<file path="src/rtl/iob_eth_mii_rx_framer.sv">
// MII receive framer: strips preamble/SFD, packs nibbles into bytes with
// sof/eof markers, flags odd/short/long frames and keeps saturating counts.
module iob_eth_mii_rx_framer #(
    parameter int MIN_FRAME_LEN = 64,
    parameter int MAX_FRAME_LEN = 1518,
    parameter int LEN_W         = 11
) (
    input  logic             clk_i,
    input  logic             rst_i,
    input  logic [3:0]       mii_rxd_i,
    input  logic             mii_rx_dv_i,
    output logic [7:0]       data_o,
    output logic             valid_o,
    output logic             sof_o,
    output logic             eof_o,
    output logic             err_o,
    output logic [LEN_W-1:0] len_o,
    output logic [15:0]      frames_ok_o,
    output logic [15:0]      frames_err_o
);

    typedef enum logic [1:0] {
        IDLE,
        PREAMBLE,
        DATA,
        DROP
    } state_t;

    localparam logic [LEN_W-1:0] MIN_LEN = LEN_W'(MIN_FRAME_LEN);
    localparam logic [LEN_W-1:0] MAX_LEN = LEN_W'(MAX_FRAME_LEN);

    state_t           state_q, state_d;
    logic             lock_q, lock_d;
    logic             low_pend_q, low_pend_d;
    logic [3:0]       low_nib_q, low_nib_d;
    logic             hold_vld_q, hold_vld_d;
    logic             hold_first_q, hold_first_d;
    logic [7:0]       hold_q, hold_d;
    logic [LEN_W-1:0] cnt_q, cnt_d;
    logic [7:0]       data_q, data_d;
    logic             valid_q, valid_d;
    logic             sof_q, sof_d;
    logic             eof_q, eof_d;
    logic             err_q, err_d;
    logic [LEN_W-1:0] len_q, len_d;
    logic [15:0]      frames_ok_q, frames_ok_d;
    logic [15:0]      frames_err_q, frames_err_d;
    logic             zero_frame;
    logic             ok_inc;
    logic             err_inc;

    // Frame parser: the hold register delays each byte by one so that the
    // last byte can carry eof once dv falls.
    always_comb begin
        state_d      = state_q;
        lock_d       = lock_q & mii_rx_dv_i;
        low_pend_d   = low_pend_q;
        low_nib_d    = low_nib_q;
        hold_vld_d   = hold_vld_q;
        hold_first_d = hold_first_q;
        hold_d       = hold_q;
        cnt_d        = cnt_q;
        data_d       = data_q;
        valid_d      = 1'b0;
        sof_d        = 1'b0;
        eof_d        = 1'b0;
        err_d        = 1'b0;
        len_d        = '0;
        zero_frame   = 1'b0;

        case (state_q)
            IDLE: begin
                low_pend_d = 1'b0;
                hold_vld_d = 1'b0;
                cnt_d      = '0;
                if (mii_rx_dv_i) begin
                    // After reset the line is ignored until dv has been seen low.
                    if (lock_q || (mii_rxd_i != 4'h5)) begin
                        state_d = DROP;
                    end else begin
                        state_d = PREAMBLE;
                    end
                end
            end

            PREAMBLE: begin
                if (!mii_rx_dv_i) begin
                    state_d = IDLE;
                end else if (mii_rxd_i == 4'hD) begin
                    state_d    = DATA;
                    low_pend_d = 1'b0;
                    hold_vld_d = 1'b0;
                    cnt_d      = '0;
                end else if (mii_rxd_i != 4'h5) begin
                    state_d = DROP;
                end
            end

            DATA: begin
                if (!mii_rx_dv_i) begin
                    state_d    = IDLE;
                    low_pend_d = 1'b0;
                    hold_vld_d = 1'b0;
                    if (hold_vld_q) begin
                        data_d  = hold_q;
                        valid_d = 1'b1;
                        sof_d   = hold_first_q;
                        eof_d   = 1'b1;
                        err_d   = low_pend_q || (cnt_q < MIN_LEN);
                        len_d   = cnt_q;
                    end else begin
                        zero_frame = 1'b1;
                    end
                end else if (!low_pend_q) begin
                    low_nib_d  = mii_rxd_i;
                    low_pend_d = 1'b1;
                end else begin
                    low_pend_d = 1'b0;
                    if (cnt_q == MAX_LEN) begin
                        // Overlength: close the frame on the held byte, discard the new one.
                        data_d     = hold_q;
                        valid_d    = 1'b1;
                        sof_d      = hold_first_q;
                        eof_d      = 1'b1;
                        err_d      = 1'b1;
                        len_d      = MAX_LEN;
                        hold_vld_d = 1'b0;
                        state_d    = DROP;
                    end else begin
                        if (hold_vld_q) begin
                            data_d  = hold_q;
                            valid_d = 1'b1;
                            sof_d   = hold_first_q;
                        end
                        hold_d       = {mii_rxd_i, low_nib_q};
                        hold_vld_d   = 1'b1;
                        hold_first_d = !hold_vld_q;
                        cnt_d        = cnt_q + LEN_W'(1);
                    end
                end
            end

            DROP: begin
                if (!mii_rx_dv_i) begin
                    state_d = IDLE;
                end
            end

            default: begin
                state_d = DROP;
            end
        endcase
    end

    // Saturating frame statistics, stepped on the edge that drives each eof beat.
    always_comb begin
        ok_inc       = eof_d & ~err_d;
        err_inc      = (eof_d & err_d) | zero_frame;
        frames_ok_d  = frames_ok_q;
        frames_err_d = frames_err_q;
        if (ok_inc && (frames_ok_q != 16'hFFFF)) begin
            frames_ok_d = frames_ok_q + 16'd1;
        end
        if (err_inc && (frames_err_q != 16'hFFFF)) begin
            frames_err_d = frames_err_q + 16'd1;
        end
    end

    always_ff @(posedge clk_i) begin
        if (rst_i) begin
            state_q      <= IDLE;
            lock_q       <= 1'b1;
            low_pend_q   <= 1'b0;
            low_nib_q    <= 4'h0;
            hold_vld_q   <= 1'b0;
            hold_first_q <= 1'b0;
            hold_q       <= 8'h00;
            cnt_q        <= '0;
            data_q       <= 8'h00;
            valid_q      <= 1'b0;
            sof_q        <= 1'b0;
            eof_q        <= 1'b0;
            err_q        <= 1'b0;
            len_q        <= '0;
            frames_ok_q  <= 16'h0000;
            frames_err_q <= 16'h0000;
        end else begin
            state_q      <= state_d;
            lock_q       <= lock_d;
            low_pend_q   <= low_pend_d;
            low_nib_q    <= low_nib_d;
            hold_vld_q   <= hold_vld_d;
            hold_first_q <= hold_first_d;
            hold_q       <= hold_d;
            cnt_q        <= cnt_d;
            data_q       <= data_d;
            valid_q      <= valid_d;
            sof_q        <= sof_d;
            eof_q        <= eof_d;
            err_q        <= err_d;
            len_q        <= len_d;
            frames_ok_q  <= frames_ok_d;
            frames_err_q <= frames_err_d;
        end
    end

    assign data_o       = data_q;
    assign valid_o      = valid_q;
    assign sof_o        = sof_q;
    assign eof_o        = eof_q;
    assign err_o        = err_q;
    assign len_o        = len_q;
    assign frames_ok_o  = frames_ok_q;
    assign frames_err_o = frames_err_q;

endmodule

</file>
<file path="config.mk">
export PLATFORM = sky130hd
export DESIGN_NAME = iob_eth_mii_rx_framer
export DESIGN_NICKNAME = d
export VERILOG_FILES = /design/src/rtl/iob_eth_mii_rx_framer.sv
export SDC_FILE = /design/constraint.sdc
export NUM_CORES = 1
export LEC_CHECK = 0
export BUFFER_PORTS_ARGS = -buffer_cell sky130_fd_sc_hd__buf_2
export CORE_MARGIN = 3
export CORE_UTILIZATION = 50
export DETAILED_ROUTE_END_ITERATION = 7
export GPL_ROUTABILITY_DRIVEN = 0
export GPL_TIMING_DRIVEN = 0
export PLACE_DENSITY = 0.77
export SYNTH_ARGS = -nofsm -noshare
export SYNTH_HDL_FRONTEND = slang
export SYNTH_SLANG_ARGS = --single-unit
</file>
<file path="constraint.sdc">
create_clock -name clk_i -period 2.2 [get_ports clk_i]
set_input_delay 0.11 -clock clk_i [delete_from_list [all_inputs] [get_ports clk_i]]
set_output_delay 0.11 -clock clk_i [all_outputs]
set_load 0.01 [all_outputs]
</file>
==> results of run 1 <==
## flip-flops by register name, summed over array words and instances, names as in the netlist, 2 cells and up
signal	flops
hold_q	8
len_o	11
state_q	2
cnt_q	11
frames_ok_o	16
data_o	8
frames_err_o	16
low_nib_q	4
## cell families (layout without fill, tap and decap cells)
family | Yosys count | count (layout) | synth area share, %
compound gates | 71 | 71 | 13.7
xor+xnor | 15 | 15 | 3.56
fa+ha+maj | 4 | 4 | 1.36
buf+inv | 26 | 106 | 3.16
flops | 84 | 84 | 45.6
mux | 28 | 28 | 7.80
simple gates | 163 | 163 | 24.8
## metrics by stage
step | util [%] | power [mW] | area (um^2) | cells | setup WS [ps]
3_3_place_gp | 58.8 | 1.68 | 4110 | 547 | -68.5
3_5_place_dp | 58.8 | 1.68 | 4110 | 547 | -84.6
5_1_grt | 64.8 | 3.12 | 4530 | 567 | -28.9
4_1_cts | 63.4 | 3.04 | 4420 | 564 | 10.2
2_1_floorplan | - | 1.64 | 3690 | 391 | 194
6_report | 64.8 | 3.02 | 4530 | 567 | 84.0
## final cells by class
type	instances	area (um^2)	area share (%)
plain buffers	19	106	2.35
clock buffers	11	151	3.34
multi-input cells	281	1990	43.9
repair buffers	64	345	7.63
well taps	96	120	2.65
flip-flops and latches	84	1680	37.2
clock inverters	5	106	2.35
inverters	7	26.3	0.580
## report_power, final
group / internal, mW / switching (mW)
logic: 0.0428 / 0.0855
registers: 1.53 / 0.00568
clock network: 0.820 / 0.543
total: 2.39 / 0.634
## routing by layer
metal	track usage (%)	share of wire [%]
met2	30.8	47
met4	5.94	0.83
met5	0	0
met1	25.6	46
met3	5.17	6.0
## repair_timing
item	CTS	global route
endpoints found under the hold margin	1	0
pin swaps	0	5
resized for setup	9	18
hold buffers	1	0
endpoints found under the setup margin	25	45
buffers inserted	0	3
## synthesized netlist by cell type, types with 7 or more instances
master / number / area [um^2]
nor2b_1: 7 / 43.8
nor2_1: 57 / 214
inv_1: 7 / 26.3
buf_2: 9 / 45.0
a21oi_1: 25 / 125
and3_1: 7 / 43.8
clkbuf_1: 9 / 33.8
nand2_1: 13 / 48.8
or4_1: 10 / 75.1
o2111ai_1: 7 / 61.3
dfxtp_1: 84 / 1680
o31ai_1: 10 / 75.1
xor2_1: 15 / 131
and2_1: 15 / 93.8
or3_1: 7 / 43.8
nand3_1: 12 / 60.1
mux2i_1: 22 / 220
## critical path: stages (launching register included)
cell and delay, ps:
dfxtp_1 350, inv_2 90, ha_1 140, and4bb_2 290, and3_4 250, a21oi_4 80, buf_6 160, nor4_2 300
mux2_1 340
## path summary, 6_finish.rpt
| check | start | to | cells past startpoint |
|---|---|---|---|
| setup / recovery | cnt_q[0]$_SDFFE_PP0P_ | frames_err_o[10]$_SDFFE_PP0P_ | 8 |
| hold / removal | mii_rxd_i[2] | low_nib_q[2]$_SDFFE_PP0P_ | 3 |
| hold reg to reg | lock_q$_SDFF_PP1_ | lock_q$_SDFF_PP1_ | 1 |
| setup reg to reg | cnt_q[0]$_SDFFE_PP0P_ | frames_err_o[10]$_SDFFE_PP0P_ | 8 |
## placed cells by master, fill, tap and decap left out, types with 4 or more instances in the layout
| cell | synthesis | routed |
|---|---|---|
| dfxtp_1 | 84 | 82 |
| nor2b_1 | 7 | 7 |
| nand4_1 | 6 | 6 |
| nor2_1 | 57 | 56 |
| o21ai_0 | 4 | 4 |
| nor3_1 | 6 | 5 |
| inv_1 | 7 | 6 |
| o2111ai_1 | 7 | 7 |
| mux2_1 | 6 | 6 |
| or3_1 | 7 | 7 |
| o211ai_1 | 4 | 4 |
| a21oi_1 | 25 | 25 |
| and3_1 | 7 | 7 |
| mux2i_1 | 22 | 22 |
| ha_1 | 4 | 4 |
| xor2_1 | 15 | 15 |
| buf_2 | 9 | 64 |
| and2_1 | 15 | 15 |
| buf_4 | 0 | 4 |
| nand2_1 | 13 | 13 |
| clkbuf_1 | 9 | 9 |
| or4_1 | 10 | 10 |
| nand3_1 | 12 | 12 |
| o31ai_1 | 10 | 8 |
| clkbuf_8 | 0 | 11 |
| o21ai_1 | 5 | 5 |
==> run metrics, run 1 <==
run status=finished clean; antenna violation net count after detailed routing=0; Setup crit end kind=flip-flop; fraction of registers with async set/reset=0%; kind of start point of the critical path=flip-flop; count of final max-slew check failures=0; synthesized area per cell=9.43 um^2; Synth-to-Final Area Change=22.8%; Crit Path Category=reg -> reg; nets@finish=477; number of buffers on the longest clock path=2; worst-skew pair later-pin latency=350 ps; static leakage=1.75 nW; transition at the pin with the smallest max-transition slack=557 ps; placeable core region=6980 um^2; HPWL Detailed=5600 um; layout cell share with drive strength beyond 1=24.8%; pin count of the biggest net entering global routing=15; MaxCap Viol Count=0; Main synth FF type=dfxtp_1; residual overflow from global routing=0; normalized max-slew margin=62.7%; cell at the root of the clock tree=clkbuf_8; antenna violations before repair=0; per-cell routed wire length=14.0 um; synthesized netlist net count=402; I/O pins=62; share of the cycle needed by the critical path after routing=96.2%; sequential fraction of the synthesis area=a little under half; flop2flop setup slack=80 ps; clock transition at the register clock pins on the worst setup and hold paths after CTS=80 ps; power density over the cells=~670 nW/um^2; Ys Warns=0; number of H-tree branching levels=3; final worst clock skew=10.6 ps; height of the chip=91.9 um; Num CTS Buffers=9; detailed-route DRC error count=0; floorplan die area=8440 um^2; type of the most critical hold path=in -> reg; maximum net fanout on the critical path=10; vias in the first global route=between 2000 and 3000; number of synthesized flops with an enable pin=0; FILL cells=approximately 580; final-report hold violation count=0; peak supply drop=0.000545 V; Initial Utilization=52.8%; post-synthesis instance area=~3700 um^2; total length of routed wires=7960 um; overall via count from detail_route=3143; number of iterations in the first detailed-routing pass=4; GRT Total Usage=about a fifth; Final TNS setup=0 ps; final count of negative-setup-slack endpoints=0; Antenna Cells=0; clock tree from TritonCTS=built; CP required=around 2400 ps; wire length of the first global-routing pass=13400 um; Yosys cell types=51; FMAX=0.473 GHz; flip-flop and latch count after synthesis=84; minimum clock period=2120 ps; Arrival @ worst endpoint=about 2400 ps; Hold Worst Slack=36.9 ps; horizontal die dimension=91.9 um; count of clock tree sinks=between 80 and 90; DR iter-0 viols=roughly 120; number of buffers added on ports=60; mean number of vias per cell=about 5.5; number of rows in the core area=30; number of standard cells after synthesis=just under 400
No activity file was read; power rests on OpenSTA's default activity.
==> run 2: changes to the inputs <==
- REMOVE_ABC_BUFFERS: not set -> 1
==> run 2 against run 1 <==
Highest routed layer unchanged. Clock skew hardly changed. Total power is 11% lower. First-iteration DRC count is 6.8% higher. Combinational power is 18% lower. Largest cell class unchanged. Sequential cell count stayed put. Die area stayed put.
==> run metrics, run 2 (synthesized netlist as in run 1, its figures left out) <==
run status=finished clean; static leakage=1.68 nW (-4.2%); I/O pins=62 (unchanged); mean number of vias per cell=5.56 (+0.31%); power density over the cells=615 nW/um^2 (-7.9%); final-report hold violation count=0 (unchanged); detailed-route DRC error count=0 (unchanged); Final Util=62.7% (-2.2 points); number of buffers on the longest clock path=2 (unchanged); total length of routed wires=8120 um (+1.9%); wire length of the first global-routing pass=13500 um (+0.61%); number of buffers added on ports=61 (+1.7%); count of final max-slew check failures=0 (unchanged); antenna violations before repair=0 (unchanged); DR iter-0 viols=125 (+6.8%); horizontal die dimension=91.9 um (unchanged); height of the chip=91.9 um (unchanged); number of H-tree branching levels=3 (unchanged); maximum net fanout on the critical path=7 (-3); Antenna Cells=0 (unchanged); transition at the pin with the smallest max-transition slack=1290 ps (+737 ps); overall via count from detail_route=3075 (-2.2%); CP required=2440 ps (about the same); clock transition at the register clock pins on the worst setup and hold paths after CTS=80 ps (about the same); Crit Path Category=reg -> reg; pin count of the biggest net entering global routing=71 (+56); grt met3 use=3.86% (-1.3 points); kind of start point of the critical path=flip-flop; cell at the root of the clock tree=clkbuf_8; worst-skew pair later-pin latency=360 ps (about the same); met1 Use GR=24.0% (-1.6 points); Synth-to-Final Area Change=18.7%; commonest non-fill, non-tap cell in the layout=dfxtp_1; MaxCap Viol Count=0 (unchanged); met2 track utilization from global routing=32.2% (+1.4 points); number of iterations in the first detailed-routing pass=4 (unchanged); routing layer with the top usage in global route=met2; normalized max-slew margin=13.7% (-49 points); final count of negative-setup-slack endpoints=0 (unchanged); Num CTS Buffers=9 (unchanged); hold buffers post-CTS=0 (-1); power consumption=2.69 mW (-11%); vias in the first global route=2921 (+1.6%); share of the cycle needed by the critical path after routing=96.4% (+0.20 points); GRT Total Usage=19.4% (+0.068 points); flop2flop setup slack=80 ps (about the same); minimum clock period=2120 ps (+4.33 ps); HPWL Detailed=5090 um (-9.2%); layout cell share with drive strength beyond 1=23.6% (-1.2 points); type of the most critical hold path=in -> reg; per-cell routed wire length=14.7 um (+4.5%); leading cell types in the layout, fill and taps excluded=dfxtp_1 (82), buf_2 (61), nor2_1 (57), a21oi_1 (24), mux2i_1 (22); FMAX=0.472 GHz (-0.20%); Arrival @ worst endpoint=2360 ps (about the same); final worst clock skew=10.9 ps (+0.292 ps); count of clock tree sinks=84 (unchanged); number of rows in the core area=30 (unchanged); peak supply drop=0.000363 V (-33%); residual overflow from global routing=0 (unchanged); placeable core region=6980 um^2 (unchanged); clock tree from TritonCTS=built; floorplan die area=8440 um^2 (unchanged); antenna violation net count after detailed routing=0 (unchanged); Initial Utilization=52.8% (unchanged); nets@finish=463 (-2.9%); Setup crit end kind=flip-flop
-- run 2: power breakdown --
group | switching (mW) | total [mW] | internal [mW] | leakage (nW)
Sequential | 0.0112 | 1.54 | 1.53 | 0.678
Combinational | 0.0758 | 0.105 | 0.0293 | 0.905
Clock | 0.530 | 1.05 | 0.520 | 0.0931
Total | 0.617 | 2.69 | 2.08 | 1.68
-- run 2: final cells by class --
type	instances	area [um^2]
clock buffer	11	131
clock inverter	5	52.6
fill	631	2610
inverter	7	26.3
multi-input combinational	283	1990
sequential	84	1680
tap	96	120
timing repair buffer	67	375
-- run 2: layer usage --
layer  vias to the layer above  routed length (um)
met4                         0                  52
met2                        71                4040
met1                      1462                3670
met3                         4                 354
li1                       1538                   -
met5                         -                   0
-- run 2: final timing paths --
check,end,cells past startpoint,from
worst min-delay path,hold_q[6]$_SDFFE_PP0P_,3,mii_rxd_i[2]
worst min register to register,lock_q$_SDFF_PP1_,1,lock_q$_SDFF_PP1_
worst max-delay path,frames_err_o[15]$_SDFFE_PP0P_,7,cnt_q[0]$_SDFFE_PP0P_
worst max register to register,frames_err_o[15]$_SDFFE_PP0P_,7,cnt_q[0]$_SDFFE_PP0P_
-- run 2: what timing repair did --
item	in CTS	in global routing
gates cloned	1	1
endpoints found under the setup margin	30	38
pin swaps	4	7
buffers inserted	1	5
gates resized for setup	9	8
-- run 2: worst max-delay path, cell delays in order (launching register included) --
cell and delay, ps:
dfxtp_1 350, inv_2 100, ha_1 160, and4bb_2 300, and3_4 290, a21oi_4 120
nor4_1 340, mux2_1 340
-- run 2: stage by stage --
stage	TNS (ps)	worst slack, ps	cells	hold slack [ps]	area (um^2)
finish	0	79.7	553	27.5	4380
floorplan	-14.1	-4.68	372	179	3600
CTS	-3.00	-3.00	547	30.1	4280
global route	-89.1	-25.3	553	69.9	4380
detailed placement	-7540	-415	529	388	4020
global placement	-6040	-315	529	382	4020
